## config.mk

```make
export PLATFORM = sky130hd
export DESIGN_NAME = vga_sync_gen
export DESIGN_NICKNAME = d
export VERILOG_FILES = /design/src/rtl/vga_sync_gen.sv
export SDC_FILE = /design/constraint.sdc
export NUM_CORES = 1
export LEC_CHECK = 0
export ABC_AREA = 1
export CORE_UTILIZATION = 35
export CTS_CLUSTER_DIAMETER = 200
export CTS_CLUSTER_SIZE = 30
export DETAILED_ROUTE_END_ITERATION = 7
export SETUP_SLACK_MARGIN = 0.15
export SYNTH_ARGS = -nofsm -noshare
export SYNTH_HDL_FRONTEND = slang
export SYNTH_SLANG_ARGS = --single-unit
```

## constraint.sdc

```tcl
create_clock -name clk -period 1.8 [get_ports clk]
set_input_delay 0.27 -clock clk [delete_from_list [all_inputs] [get_ports clk]]
set_output_delay 0.27 -clock clk [all_outputs]
set_load 0.01 [all_outputs]
```

## src/rtl/vga_sync_gen.sv

```systemverilog
// VGA timing generator: pixel/line counters with registered blank, sync and
// display-enable decodes that always match the counter values shown with them.
module vga_sync_gen #(
    parameter int H_ACTIVE = 640,
    parameter int H_FP     = 16,
    parameter int H_SYNC   = 96,
    parameter int H_BP     = 48,
    parameter int V_ACTIVE = 480,
    parameter int V_FP     = 10,
    parameter int V_SYNC   = 2,
    parameter int V_BP     = 33,
    parameter bit SYNC_POL = 1'b0,
    parameter int CW       = 10
) (
    input  logic          clk,
    input  logic          rst,
    input  logic          pix_ce,
    input  logic          vga_en,
    output logic [CW-1:0] hcnt,
    output logic [CW-1:0] vcnt,
    output logic          de,
    output logic          hblank,
    output logic          vblank,
    output logic          hsync,
    output logic          vsync,
    output logic          frame_start
);

    localparam int H_TOTAL = H_ACTIVE + H_FP + H_SYNC + H_BP;
    localparam int V_TOTAL = V_ACTIVE + V_FP + V_SYNC + V_BP;

    localparam logic [CW-1:0] H_LAST = CW'(H_TOTAL - 1);
    localparam logic [CW-1:0] V_LAST = CW'(V_TOTAL - 1);
    localparam logic [CW-1:0] H_VIS  = CW'(H_ACTIVE);
    localparam logic [CW-1:0] V_VIS  = CW'(V_ACTIVE);
    localparam logic [CW-1:0] HS_BEG = CW'(H_ACTIVE + H_FP);
    localparam logic [CW-1:0] HS_END = CW'(H_ACTIVE + H_FP + H_SYNC);
    localparam logic [CW-1:0] VS_BEG = CW'(V_ACTIVE + V_FP);
    localparam logic [CW-1:0] VS_END = CW'(V_ACTIVE + V_FP + V_SYNC);

    typedef enum logic [1:0] {
        IDLE,
        SYNC_WAIT,
        RUN
    } state_t;

    state_t        state;
    logic [CW-1:0] h_next;
    logic [CW-1:0] v_next;
    logic          wrap_frame;

    // Next counter position; decodes are taken from this so they never lag.
    always_comb begin
        h_next     = hcnt;
        v_next     = vcnt;
        wrap_frame = 1'b0;
        if (state == SYNC_WAIT) begin
            h_next     = '0;
            v_next     = '0;
            wrap_frame = 1'b1;
        end else if (hcnt < H_LAST) begin
            h_next = hcnt + CW'(1);
        end else begin
            h_next = '0;
            if (vcnt < V_LAST) begin
                v_next = vcnt + CW'(1);
            end else begin
                v_next     = '0;
                wrap_frame = 1'b1;
            end
        end
    end

    always_ff @(posedge clk) begin
        if (rst || !vga_en) begin
            state       <= IDLE;
            hcnt        <= '0;
            vcnt        <= '0;
            de          <= 1'b0;
            hblank      <= 1'b1;
            vblank      <= 1'b1;
            hsync       <= ~SYNC_POL;
            vsync       <= ~SYNC_POL;
            frame_start <= 1'b0;
        end else begin
            frame_start <= 1'b0;
            case (state)
                IDLE: state <= SYNC_WAIT;
                SYNC_WAIT, RUN: begin
                    if (pix_ce) begin
                        state       <= RUN;
                        hcnt        <= h_next;
                        vcnt        <= v_next;
                        de          <= (h_next < H_VIS) && (v_next < V_VIS);
                        hblank      <= (h_next >= H_VIS);
                        vblank      <= (v_next >= V_VIS);
                        hsync       <= ((h_next >= HS_BEG) && (h_next < HS_END)) ? SYNC_POL : ~SYNC_POL;
                        vsync       <= ((v_next >= VS_BEG) && (v_next < VS_END)) ? SYNC_POL : ~SYNC_POL;
                        frame_start <= wrap_frame;
                    end
                end
                default: state <= IDLE;
            endcase
        end
    end

endmodule

```

== Word-level counts from Yosys, hierarchy flattened ==
Index checks and enable logic that the tools add are counted.
W data, S select, Z words.

* Register bits: 28
* Input port bits: 4
* Logic and storage cells: 47

* Add/subtract/negate cells: 2
* $lt $le $gt $ge: 10
* Equality and inequality tests: 3
* Multiplexer cells: 12
* Bitwise logic cells: 2
* Reductions and logical operators: 9

{| class="wikitable"
|+ Operators with widths
! kind !! number
|-
| $mux W10 || 5
|-
| $lt A10 B10 Y1 const B || 4
|-
| $add A10 B1 Y10 const B || 2
|-
| $ge A10 B10 Y1 const B || 2
|-
| $ge A10 B9 Y1 const B || 2
|-
| $lt A10 B9 Y1 const B || 2
|-
| $mux W1 || 5
|-
| $pmux W2 S2 || 1
|-
| $logic_and A1 B1 Y1 || 3
|-
| $reduce_or A3 Y1 || 1
|-
| $eq A2 B1 Y1 const B || 1
|-
| $eq A2 B2 Y1 const B || 1
|-
| $logic_not A2 Y1 || 1
|-
| $mux W2 || 1
|-
| $ne A2 B2 Y1 const B || 1
|-
| $not A1 Y1 || 2
|-
| $reduce_and A2 Y1 || 1
|-
| $reduce_or A2 Y1 || 1
|-
| $logic_not A1 Y1 || 1
|-
| $logic_or A1 B1 Y1 || 1
|}

== Logic depth before layout (Yosys ltp) ==
Gate-level depths: netlist (run 1).

* Depth after elaboration: 7
* Mapped depth: 15
* Depth with buffers taken out: 15

== Worst setup path before layout (run 1) ==
OpenSTA, ideal clock, no wires.

* Path type: register -> register
* From: reg hcnt[0]
* To: reg vsync
* Library setup time: 0.112 ns
* Arrival: 1.571 ns
* Slack: 0.117 ns
* Cell stages (with the launch flop): 13
* Cell sequence: dfxtp_1 -> ha_1 -> nand4_2 -> nand2_4 -> nand2_8 -> o21bai_1 -> inv_1 -> nor2_2 -> nand2_1 -> nor2_1 -> nand2_1 -> nand2_1 -> nand2_1

* Word-level cells in the longest chain between the ends: 6
* Elaborated cells on any way between the ends: 7
* Classes of those cells: 3 x order compare; 3 x mux; 1 x reduce/logical

{| class="wikitable"
|+ RTL lines
! item !! line !! source
|-
| start, declared || 19 || <nowiki>output logic [CW-1:0] hcnt,</nowiki>
|-
| start signal, assigned || 92 || <nowiki>hcnt <= h_next;</nowiki>
|-
| $lt A10 B10 Y1 (*) || 61 || <nowiki>end else if (hcnt < H_LAST) begin</nowiki>
|-
| $mux W10 (*) || 61 ||
|-
| $mux W10 (*) || 57 || <nowiki>if (state == SYNC_WAIT) begin</nowiki>
|-
| $ge A10 B9 Y1 / $lt A10 B9 Y1 (equally long branches) || 98 || <nowiki>vsync <= ((v_next >= VS_BEG) && (v_next < VS_END)) ? SYNC_POL : ~SYNC_POL;</nowiki>
|-
| $logic_and A1 B1 Y1 (*) || 98 ||
|-
| $mux W1 (*) || 98 ||
|-
| end signal, assigned || 83 || <nowiki>vsync <= ~SYNC_POL;</nowiki>
|-
| end signal, assigned || 98 ||
|-
| end, declared || 25 || <nowiki>output logic vsync,</nowiki>
|}

Mark *: on every way between the ends. The rest lies on a longest branch, timed or not.
A chain may end at the register's enable or synchronous reset.

== Final worst setup path (run 1) ==
* From: reg hcnt[1]
* To: reg hsync

* Word-level cells in the longest chain between the ends: 6
* Elaborated cells on any way between the ends: 8
* Classes of those cells: 1 x add/sub; 3 x order compare; 3 x mux; 1 x reduce/logical

{| class="wikitable"
|+ RTL lines
! item !! line !! source
|-
| $add A10 B1 Y10 / $lt A10 B10 Y1 (equally long branches) || 62, 61 ||
|-
| $mux W10 (*) || 61 ||
|-
| $mux W10 (*) || 57 ||
|-
| $ge A10 B10 Y1 / $lt A10 B10 Y1 (equally long branches) || 97 || <nowiki>hsync <= ((h_next >= HS_BEG) && (h_next < HS_END)) ? SYNC_POL : ~SYNC_POL;</nowiki>
|-
| $logic_and A1 B1 Y1 (*) || 97 ||
|-
| $mux W1 (*) || 97 ||
|-
| end signal, assigned || 82 || <nowiki>hsync <= ~SYNC_POL;</nowiki>
|-
| end signal, assigned || 97 ||
|-
| end, declared || 24 || <nowiki>output logic hsync,</nowiki>
|}

Marks and branches as above.

==> results of run 1 <==
==> power breakdown <==
group / internal (W) / switching, W / total, W
logic: 0.0000846 / 0.000109 / 0.000194
clock network: 0.000197 / 0.000214 / 0.000411
registers: 0.000632 / 0.0000166 / 0.000649
==> path summary, 6_finish.rpt <==
path / start / end / slack [ns]
setup / recovery: hcnt[1] / hsync / 0.12
setup reg to reg: hcnt[1] / hsync / 0.12
hold reg to reg: hblank / hblank / 0.47
hold / removal: hblank / hblank / 0.47
==> registers in the layout (all words and copies together), names as in the netlist <==
signal and count:
vblank 1, vsync 1, hblank 1, hcnt 10, state 2, de 1, vcnt 10, frame_start 1
hsync 1
==> layer usage <==
metal	vias up	routed length, um	track usage [%]
met2	42	2190	29.7
li1	943	-	-
met4	0	57	5.23
met1	833	2230	25.4
met5	-	0	0
met3	7	181	2.07
==> through the flow <==
stage | power [W] | utilization, % | worst slack, ns | cells
floorplan | 0.000763 | - | 0.178 | 262
finish | 0.00125 | 53.3 | 0.116 | 377
detailed placement | 0.000830 | 45.6 | 0.00248 | 361
CTS | 0.00126 | 48.7 | 0.124 | 368
global route | 0.00132 | 53.3 | 0.0162 | 377
global placement | 0.000830 | 45.6 | -0.00891 | 361
==> worst min-delay path, cell delays in order (launching register included) <==
cell	delay [ns]
dfxtp_1	0.34
a21oi_1	0.06
nand2_1	0.05
==> placed cells by master (no fill, tap or decap), types with 2 or more instances in the layout <==
cell type | netlist | final
nand2_1 | 59 | 49
a211oi_1 | 2 | 2
inv_1 | 23 | 23
nor2_1 | 28 | 23
buf_6 | 1 | 2
clkdlybuf4s50_1 | 0 | 28
dfxtp_1 | 28 | 14
dfxtp_2 | 0 | 12
ha_1 | 4 | 2
buf_12 | 0 | 2
or2_2 | 2 | 2
xor2_1 | 5 | 3
xor2_2 | 0 | 2
nor3_1 | 4 | 4
nand4_1 | 4 | 4
buf_4 | 0 | 17
clkbuf_8 | 0 | 4
ha_4 | 0 | 2
o21ai_1 | 3 | 5
nand2_2 | 6 | 12
nand2_8 | 1 | 3
dfxtp_4 | 0 | 2
o21ai_0 | 23 | 20
nor2_4 | 1 | 6
nand2_4 | 3 | 6
inv_2 | 7 | 6
nor2_2 | 4 | 4
a21oi_1 | 24 | 24
nand3_1 | 12 | 11
==> area by class of cell <==
class	count	area (um^2)	share of cell area [%]
Inverter	32	130	5.11
Tap cell	67	83.8	3.29
Timing Repair Buffer	50	483	18.9
Clock buffer	4	55.1	2.16
Multi-Input combinational cell	196	1210	47.6
Sequential cell	28	583	22.9
==> what timing repair did <==
| action | 4_1_cts | 5_1_grt |
|---|---|---|
| pin swaps | 1 | 26 |
| hold buffers | 0 | 0 |
| endpoints found under the setup margin | 6 | 10 |
| gates cloned | 0 | 1 |
| buffers inserted | 3 | 8 |
| gates resized for setup | 12 | 48 |
==> kinds of logic after synthesis <==
logic type / Yosys count / synth area share (%)
flops: 28 / 32.0
buf+inv: 39 / 8.85
compound gates: 56 / 17.3
fa+ha+maj: 4 / 2.86
xor+xnor: 6 / 3.43
simple gates: 129 / 35.6
==> cell usage after synthesis, types with 2 or more instances <==
cell      count
nand2_1      59
dfxtp_1      28
nor2_1       28
a21oi_1      24
inv_1        23
o21ai_0      23
nand3_1      12
inv_2         7
nand2_2       6
xor2_1        5
clkbuf_1      4
ha_1          4
nand4_1       4
nor2_2        4
nor3_1        4
nand2_4       3
o21ai_1       3
a211oi_1      2
buf_1         2
or2_2         2
==> run_results.csv, run 1 <==
group,metric,value,unit
die,dieHeight,72.8,um
global_route,grt_pass1_vias,1653,
critical_path,arrival,1.87,ns
status,status,"finished clean",
flow_run,max_cap_viol_count,0,
critical_path,worstPathRequired,1.99,ns
synthesis,avgSynthCellArea,6.69,um^2
routing,ant_nets,0,
critical_path,reg2reg_depth,10,
synthesis,post-synth-top-area-fraction,32.0,%
synthesis,ys_seq_area_share,32.0,%
clocking,clk_latency,0.28,ns
die,core-area,0.00479,mm^2
sta,post-route-period-util,93.5,%
placed_design,place_area,0.00218,mm^2
sta,finalSetupTns,0,ns
critical_path,critical_path.top_delay_family,"simple AND/OR/NAND/NOR gates",
synthesis,ys_warn_count,0,
power,p_leak,1.01,nW
synthesis,netlist-cell-type-count,35,
min_path,hold_class,"reg2reg",
sta,fmax,594,MHz
clocking,htree_levels,1,
sta,finalSetupViolations,0,
die,rows,25,
power,peakVddDrop,0.278,mV
synthesis,syn_inst,262,
sta,tightest_slew,0.480,ns
synthesis,synth_edf_count,0,
sta,layout_min_cycle_time,1.68,ns
die,die_w,72.8,um
routing,drc,0,
synthesis,synth_ff_type,"dfxtp_1",
synthesis,ys_seq_elements,28,
critical_path,crit_top_cell,"nand2_2",
synthesis,synthesis.nets,270,
clocking,numCtsBuffers,3,
clocking,clk_pin_slew,0.10,ns
clocking,root_buffer,"clkbuf_8",
die,dieArea,0.00530,mm^2
placed_design,routabilityCongestion,0.861,
cells_and_area,areaGrowthSynthToFinish,45.4,%
sta,skew,0.00388,ns
critical_path,cp_num_cells,10,
critical_path,max_stage_delay,0.38,ns
placed_design,io_buffers,29,
global_route,grt-ovfl-total,0,
die,pin_count,30,
routing,via_per_inst,4.84,
critical_path,critPathLaunchType,"register",
clocking,cts_tree,"done",
critical_path,cp_slowest_cell,"dfxtp_4",
synthesis,yosys-top-cells-area,"dfxtp_1 32%, nand2_1 13%, a21oi_1 6.9%",
global_route,grt_max_degree,37,
cells_and_area,nNetsFinal,319,
cells_and_area,stdcell_area,0.00255,mm^2
die,start_util,36.6,%
routing,drtIter0Drc,112,
synthesis,async_reset_ff_share,0,%
cells_and_area,drive_above_1_share,29.7,%
routing,vias,1825,
synthesis,synth_area,0.00175,mm^2
critical_path,crit_type,"reg2reg",
sta,rsz0062_at_grt,"yes",
sta,slew_headroom,67.9,%
routing,wire_per_inst,12.4,um
critical_path,crit_path_cell_trace,"buf_6, nand3_4, nor3_4, nand2_2, xnor2_2, nand2_2, nor2_2, nand4_1, nand3_1, nand2_1",
sta,hold_slack,0.472,ns
sta,hold_violations,0,
global_route,grt_antenna_before_repair,0,
global_route,grt_util_all_layers,18.2,%
critical_path,critPathCaptureType,"register",
power,power_density,492,mW/mm^2
global_route,grt_pass1_wl,7.58,mm
cells_and_area,antenna_cells,0,
critical_path,cp_max_fo,4,
routing,wl,4.66,mm
min_path,hold_depth,2,
routing,firstDrtPassIters,4,
clocking,cts_sinks,28,
clocking,clk_path_buf_depth,2,
sta,slew_violations,0,
critical_path,path_buf_inv,1,
cells_and_area,nFillCells,447,
placed_design,place_hpwl,3.14,mm
synthesis,yosysTopAreaCell,"dfxtp_1",
No activity file was read; power rests on OpenSTA's default activity.
==> run 2, diff against run 1 <==
Settings changed: TNS_END_PERCENT set to 50.
==> run 2 against run 1 <==
Power is 0.35% higher. Largest power group unchanged. First-iteration DRC count is 8.9% higher. Die area stayed put. Highest routed layer unchanged. Setup slack worse by 0.0032 ns. Sequential power hardly changed. Combinational power hardly changed. Routed wire length is 0.49% higher. Cell count stayed put. Clock skew hardly changed. Critical path type unchanged.
==> run_results.csv, run 2 (same netlist as run 1, synthesis figures left out) <==
group,metric,value,unit
cells_and_area,final_common_cell,"nand2_1",
sta,slew_violations,0,
clocking,cts_sinks,28,
sta,slew_headroom,66.8,%
critical_path,worstPathRequired,1.99,ns
cells_and_area,drive_above_1_share,29.7,%
clocking,htree_levels,1,
clocking,clk_latency,0.28,ns
global_route,grt-ovfl-total,0,
cells_and_area,layoutNonFillerInstCount,377,
critical_path,critPathLaunch,"hcnt[1]",
clocking,cts_tree,"done",
power,peakVddDrop,0.278,mV
clocking,holdBufCountCts,0,
sta,post-route-period-util,93.7,%
global_route,grt_pass1_vias,1653,
critical_path,critPathLaunchType,"register",
routing,wire_per_inst,12.4,um
cells_and_area,antenna_cells,0,
clocking,clk_path_buf_depth,2,
die,rows,25,
routing,firstDrtPassIters,4,
die,die_w,72.8,um
die,dieHeight,72.8,um
sta,finalSetupTns,0,ns
cells_and_area,final_cell_mix,"49 x nand2_1, 29 x clkdlybuf4s50_1, 24 x a21oi_1",
placed_design,place_hpwl,3.14,mm
critical_path,r2r_start,"hcnt[1]",
min_path,hold_class,"reg2reg",
cells_and_area,reg_top3,"hcnt x10, vcnt x10, state x2",
clocking,root_buffer,"clkbuf_8",
clocking,clk_pin_slew,0.10,ns
power,p_leak,0.993,nW
cells_and_area,final_util,53.2,%
routing,via_per_inst,4.87,
sta,skew,0.00389,ns
clocking,numCtsBuffers,3,
sta,fmax,593,MHz
critical_path,crit_path_end,"hsync",
sta,rsz0062_at_grt,"yes",
critical_path,reg2reg_depth,10,
cells_and_area,nNetsFinal,319,
cells_and_area,areaGrowthSynthToFinish,45.1,%
flow_run,max_cap_viol_count,0,
routing,drtIter0Drc,122,
die,start_util,36.6,%
routing,drc,0,
sta,finalSetupViolations,0,
placed_design,io_buffers,29,
routing,wl,4.68,mm
die,dieArea,0.00530,mm^2
die,pin_count,30,
global_route,grt_antenna_before_repair,0,
routing,ant_nets,0,
critical_path,crit_type,"reg2reg",
critical_path,arrival,1.88,ns
die,core-area,0.00479,mm^2
sta,hold_violations,0,
routing,vias,1837,
global_route,grt_pass1_wl,7.58,mm
critical_path,ff2ff_setup_slack,0.11,ns
cells_and_area,nFillCells,447,
global_route,grt_util_all_layers,18.2,%
sta,tightest_slew,0.498,ns
power,power_density,495,mW/mm^2
global_route,grt_max_degree,37,
placed_design,dp.cells,361,
critical_path,r2r_end,"hsync",
critical_path,critPathCaptureType,"register",
placed_design,routabilityCongestion,0.861,
critical_path,cp_max_fo,4,
status,status,"finished clean",
sta,layout_min_cycle_time,1.69,ns
[run 2: cell count changes in the layout (fill, tap and decap cells not counted)]
cell             before  now
dlymetal6s2s_1        1    0
clkdlybuf4s50_1      28   29
dfxtp_4               2    1
dfxtp_2              12   13
[run 2: where the power goes]
| group | switching [W] | internal, W |
|---|---|---|
| clock network | 0.000216 | 0.000197 |
| registers | 0.0000166 | 0.000634 |
| logic | 0.000110 | 0.0000848 |
[run 2: worst max-delay path, cell delays in order, from the launching register on]
cell and delay [ns]:
dfxtp_4 0.39, buf_6 0.11, nand3_4 0.08, nor3_4 0.25, nand2_2 0.10, xnor2_2 0.20, nand2_2 0.09, nor2_2 0.14
nand4_1 0.09, nand3_1 0.10, nand2_1 0.05
[run 2: how the worst min path moves through the flow]
stage          cells past startpoint    from        to
2_1_floorplan                      2  pix_ce  state[1]
3_3_place_gp                       2  hblank    hblank
3_5_place_dp                       2  hblank    hblank
4_1_cts                            2  hblank    hblank
5_1_grt                            2  hblank    hblank
6_report                           2  hblank    hblank
[run 2: cell type report]
| class | count | area, um^2 | share of cell area (%) |
|---|---|---|---|
| sequential | 28 | 581 | 22.8 |
| tap | 67 | 83.8 | 3.30 |
| timing repair buffer | 50 | 480 | 18.9 |
| inverter | 32 | 130 | 5.12 |
| multi-input combinational | 196 | 1210 | 47.7 |
| clock buffer | 4 | 55.1 | 2.16 |
[run 2: repair_timing]
item                       CTS  global route
pin swaps                    1            26
setup endpoints to repair    6            10
buffers inserted             3             8
hold endpoints to repair     0             0
cloned                       0             1
resized for setup           12            46
[run 2: per-layer routing]
layer | vias up | share of wire (%) | track usage, %
met1 | 849 | 48 | 25.4
met5 | - | 0 | 0
met4 | 0 | 1.2 | 5.23
met3 | 7 | 3.5 | 2.07
li1 | 944 | - | -
met2 | 37 | 48 | 29.7
[run 2: through the flow]
step | setup slack [ns] | total power (W) | instance area, um^2 | hold WS [ns]
floorplan | 0.178 | 0.000763 | 1760 | 0.422
global placement | -0.00891 | 0.000830 | 2180 | 0.450
detailed placement | 0.00248 | 0.000830 | 2180 | 0.454
CTS | 0.124 | 0.00126 | 2330 | 0.480
global route | 0.0162 | 0.00132 | 2540 | 0.510
finish | 0.113 | 0.00126 | 2540 | 0.473
==> run 3, diff against run 2 <==
Settings changed: ABC_AREA 1 to not set.
==> run 3 against run 2 <==
The flow now finishes with violations (negative setup slack). Cell area grew 13%. Clock skew is essentially flat. Synthesized cell count is 10% lower. Via count increased by 13%. Non-clock buffer count up 45. Sequential share of layout area decreased by 2.9 points. Critical path depth fell by 3. Register-to-register slack worse by 0.28 ns. Clock power barely moved. Area after synthesis down 0.36%. Critical path type unchanged. Largest cell class unchanged. Largest power group unchanged.
==> run_results.csv, run 3 <==
group,metric,value,unit
sta,skew,0.00377,ns
sta,rsz0062_at_grt,"yes",
power,finalPower,0.00119,W
cells_and_area,final_cell_mix,"57 x buf_4, 26 x clkdlybuf4s50_1, 21 x nand2_1, 21 x dfxtp_1, 20 x a21oi_1",
die,dieArea,0.00528,mm^2
flow_run,max_cap_viol_count,0,
critical_path,crit_type,"reg2reg",
critical_path,worstPathRequired,1.99,ns
sta,hold_slack,0.476,ns
global_route,grt_pass1_wl,8.41,mm
critical_path,max_stage_delay,0.37,ns
placed_design,io_buffers,29,
clocking,numCtsBuffers,3,
global_route,grt_max_degree,16,
status,violations,"negative setup slack",
power,peakVddDrop,0.276,mV
power,internal-power,0.000889,W
min_path,hold_depth,1,
synthesis,ys_seq_elements,28,
sta,post-route-period-util,109,%
die,start_util,36.7,%
die,die_w,72.6,um
die,pin_count,30,
critical_path,critical_path.top_delay_family,"compound AO/OA/AOI/OAI gates",
sta,hold_violations,0,
clocking,cts_tree,"done",
cells_and_area,final_common_cell,"buf_4",
synthesis,synthesis.nets,243,
sta,worst_slack,-0.163,ns
sta,slew_headroom,75.0,%
power,switching_share,25.3,%
placed_design,place_area,0.00258,mm^2
synthesis,synth_ff_type,"dfxtp_1",
synthesis,ys_warn_count,0,
critical_path,cp_num_cells,7,
routing,ant_nets,0,
routing,drc,0,
routing,drtIter0Drc,119,
global_route,grt_pass1_vias,1779,
critical_path,cp_max_fo,6,
synthesis,ys_seq_area_share,32.1,%
cells_and_area,areaGrowthSynthToFinish,65.0,%
critical_path,critPathCaptureType,"register",
synthesis,netlist-cell-type-count,48,
critical_path,arrival,2.15,ns
power,clkPwrFrac,34.7,%
routing,wire_per_inst,14.7,um
critical_path,reg2reg_depth,7,
clocking,clk_path_buf_depth,2,
critical_path,critPathLaunchType,"register",
global_route,grt-ovfl-total,0,
cells_and_area,reg_top3,"hcnt x10, vcnt x10, state x2",
synthesis,async_reset_ff_share,0,%
clocking,cts_sinks,28,
die,core-area,0.00475,mm^2
cells_and_area,drive_above_1_share,37.2,%
synthesis,avgSynthCellArea,7.43,um^2
sta,tightest_slew,0.370,ns
cells_and_area,final_util,60.6,%
routing,via_per_inst,5.39,
power,comb_power_share,12.9,%
synthesis,yosysTopAreaCell,"dfxtp_1",
placed_design,routabilityCongestion,0.842,
power,power_density,413,mW/mm^2
sta,slew_violations,0,
power,seqPwrFrac,52.4,%
synthesis,yosys-top-cells-area,"dfxtp_1 32%, a21oi_1 7.2%, nand2_1 6.0%",
sta,fmax,510,MHz
die,rows,25,
clocking,clk_latency,0.28,ns
routing,wl,5.65,mm
critical_path,cp_slowest_cell,"dfxtp_4",
routing,firstDrtPassIters,4,
critical_path,crit_path_cell_trace,"ha_4, nand4_1, a21oi_4, and2_1, a41oi_2, a21o_1, a32o_1",
critical_path,path_buf_inv,0,
synthesis,synth_area,0.00175,mm^2
power,netSwitchingPower,0.000301,W
global_route,grt_util_all_layers,20.4,%
sta,finalSetupViolations,15,
power,p_leak,1.12,nW
cells_and_area,nNetsFinal,326,
global_route,grt_antenna_before_repair,0,
clocking,clk_pin_slew,0.10,ns
synthesis,synth_edf_count,0,
sta,layout_min_cycle_time,1.96,ns
synthesis,syn_inst,235,
routing,vias,2068,
cells_and_area,stdcell_area,0.00288,mm^2
die,dieHeight,72.6,um
cells_and_area,antenna_cells,0,
min_path,hold_class,"reg2reg",
synthesis,post-synth-top-area-fraction,32.1,%
clocking,root_buffer,"clkbuf_8",
status,status,"finished, violations left",
placed_design,place_hpwl,4.01,mm
synthesis,synth_common_cells,"28 x dfxtp_1, 28 x nand2_1, 25 x a21oi_1, 25 x nor2_1, 17 x o21ai_0",
clocking,htree_levels,1,
==> run 3: power groups by stage <==
stage | clock network, W | registers [W] | logic, W
2_1_floorplan | 0 | 0.000639 | 0.0000595
5_1_grt | 0.000437 | 0.000624 | 0.000165
3_5_place_dp | 0 | 0.000638 | 0.000128
4_1_cts | 0.000410 | 0.000623 | 0.000132
6_report | 0.000413 | 0.000623 | 0.000154
3_3_place_gp | 0 | 0.000638 | 0.000127
==> run 3: kinds of logic (layout without fill, tap and decap cells) <==
family / after synthesis / count (layout) / share of synthesized area [%]
AOI/OAI and AO/OA: 72 / 72 / 27.9
xor gates and xnor gates: 5 / 5 / 2.51
adders and majority gates: 4 / 4 / 2.87
buffers and inverters: 23 / 105 / 5.59
DFF: 28 / 28 / 32.1
muxes: 1 / 1 / 0.573
and+or+nand+nor: 102 / 102 / 28.4
==> run 3: area by class of cell <==
class | instances | area, um^2
clock buffer | 4 | 55.1
fill | 445 | 1870
inverter | 6 | 22.5
multi-input combinational | 184 | 1310
sequential | 28 | 574
tap | 67 | 83.8
timing repair buffer | 95 | 840
==> run 3: stage by stage <==
| step | TNS [ns] | setup slack (ns) | std cells |
|---|---|---|---|
| final | -1.46 | -0.163 | 384 |
| after global routing | -2.78 | -0.238 | 384 |
| after floorplan | -1.90 | -0.354 | 235 |
| after CTS | -1.24 | -0.154 | 383 |
| after detailed placement | -1.52 | -0.229 | 377 |
| after global placement | -1.22 | -0.191 | 377 |
==> run 3: routing by layer <==
layer  vias up  global-route usage, %  share of wire, %  wire length (um)
met1       987                   27.8                44              2470
li1       1018                      -                 -                 -
met4         0                   5.23              0.99                56
met2        59                   34.2                51              2860
met5         -                      0                 0                 0
met3         4                   2.62               4.8               270
==> run 3: worst paths after layout <==
kind | to | slack [ns] | startpoint
setup reg to reg | de | -0.16 | hcnt[1]
setup / recovery | de | -0.16 | hcnt[1]
hold reg to reg | de | 0.48 | de
hold / removal | de | 0.48 | de
==> run 3: timing repair <==
item	4_1_cts	5_1_grt
buffers inserted	2	1
resized for setup	8	58
hold buffers	0	0
cloned	0	0
pin swaps	8	23
endpoints found under the setup margin	25	34
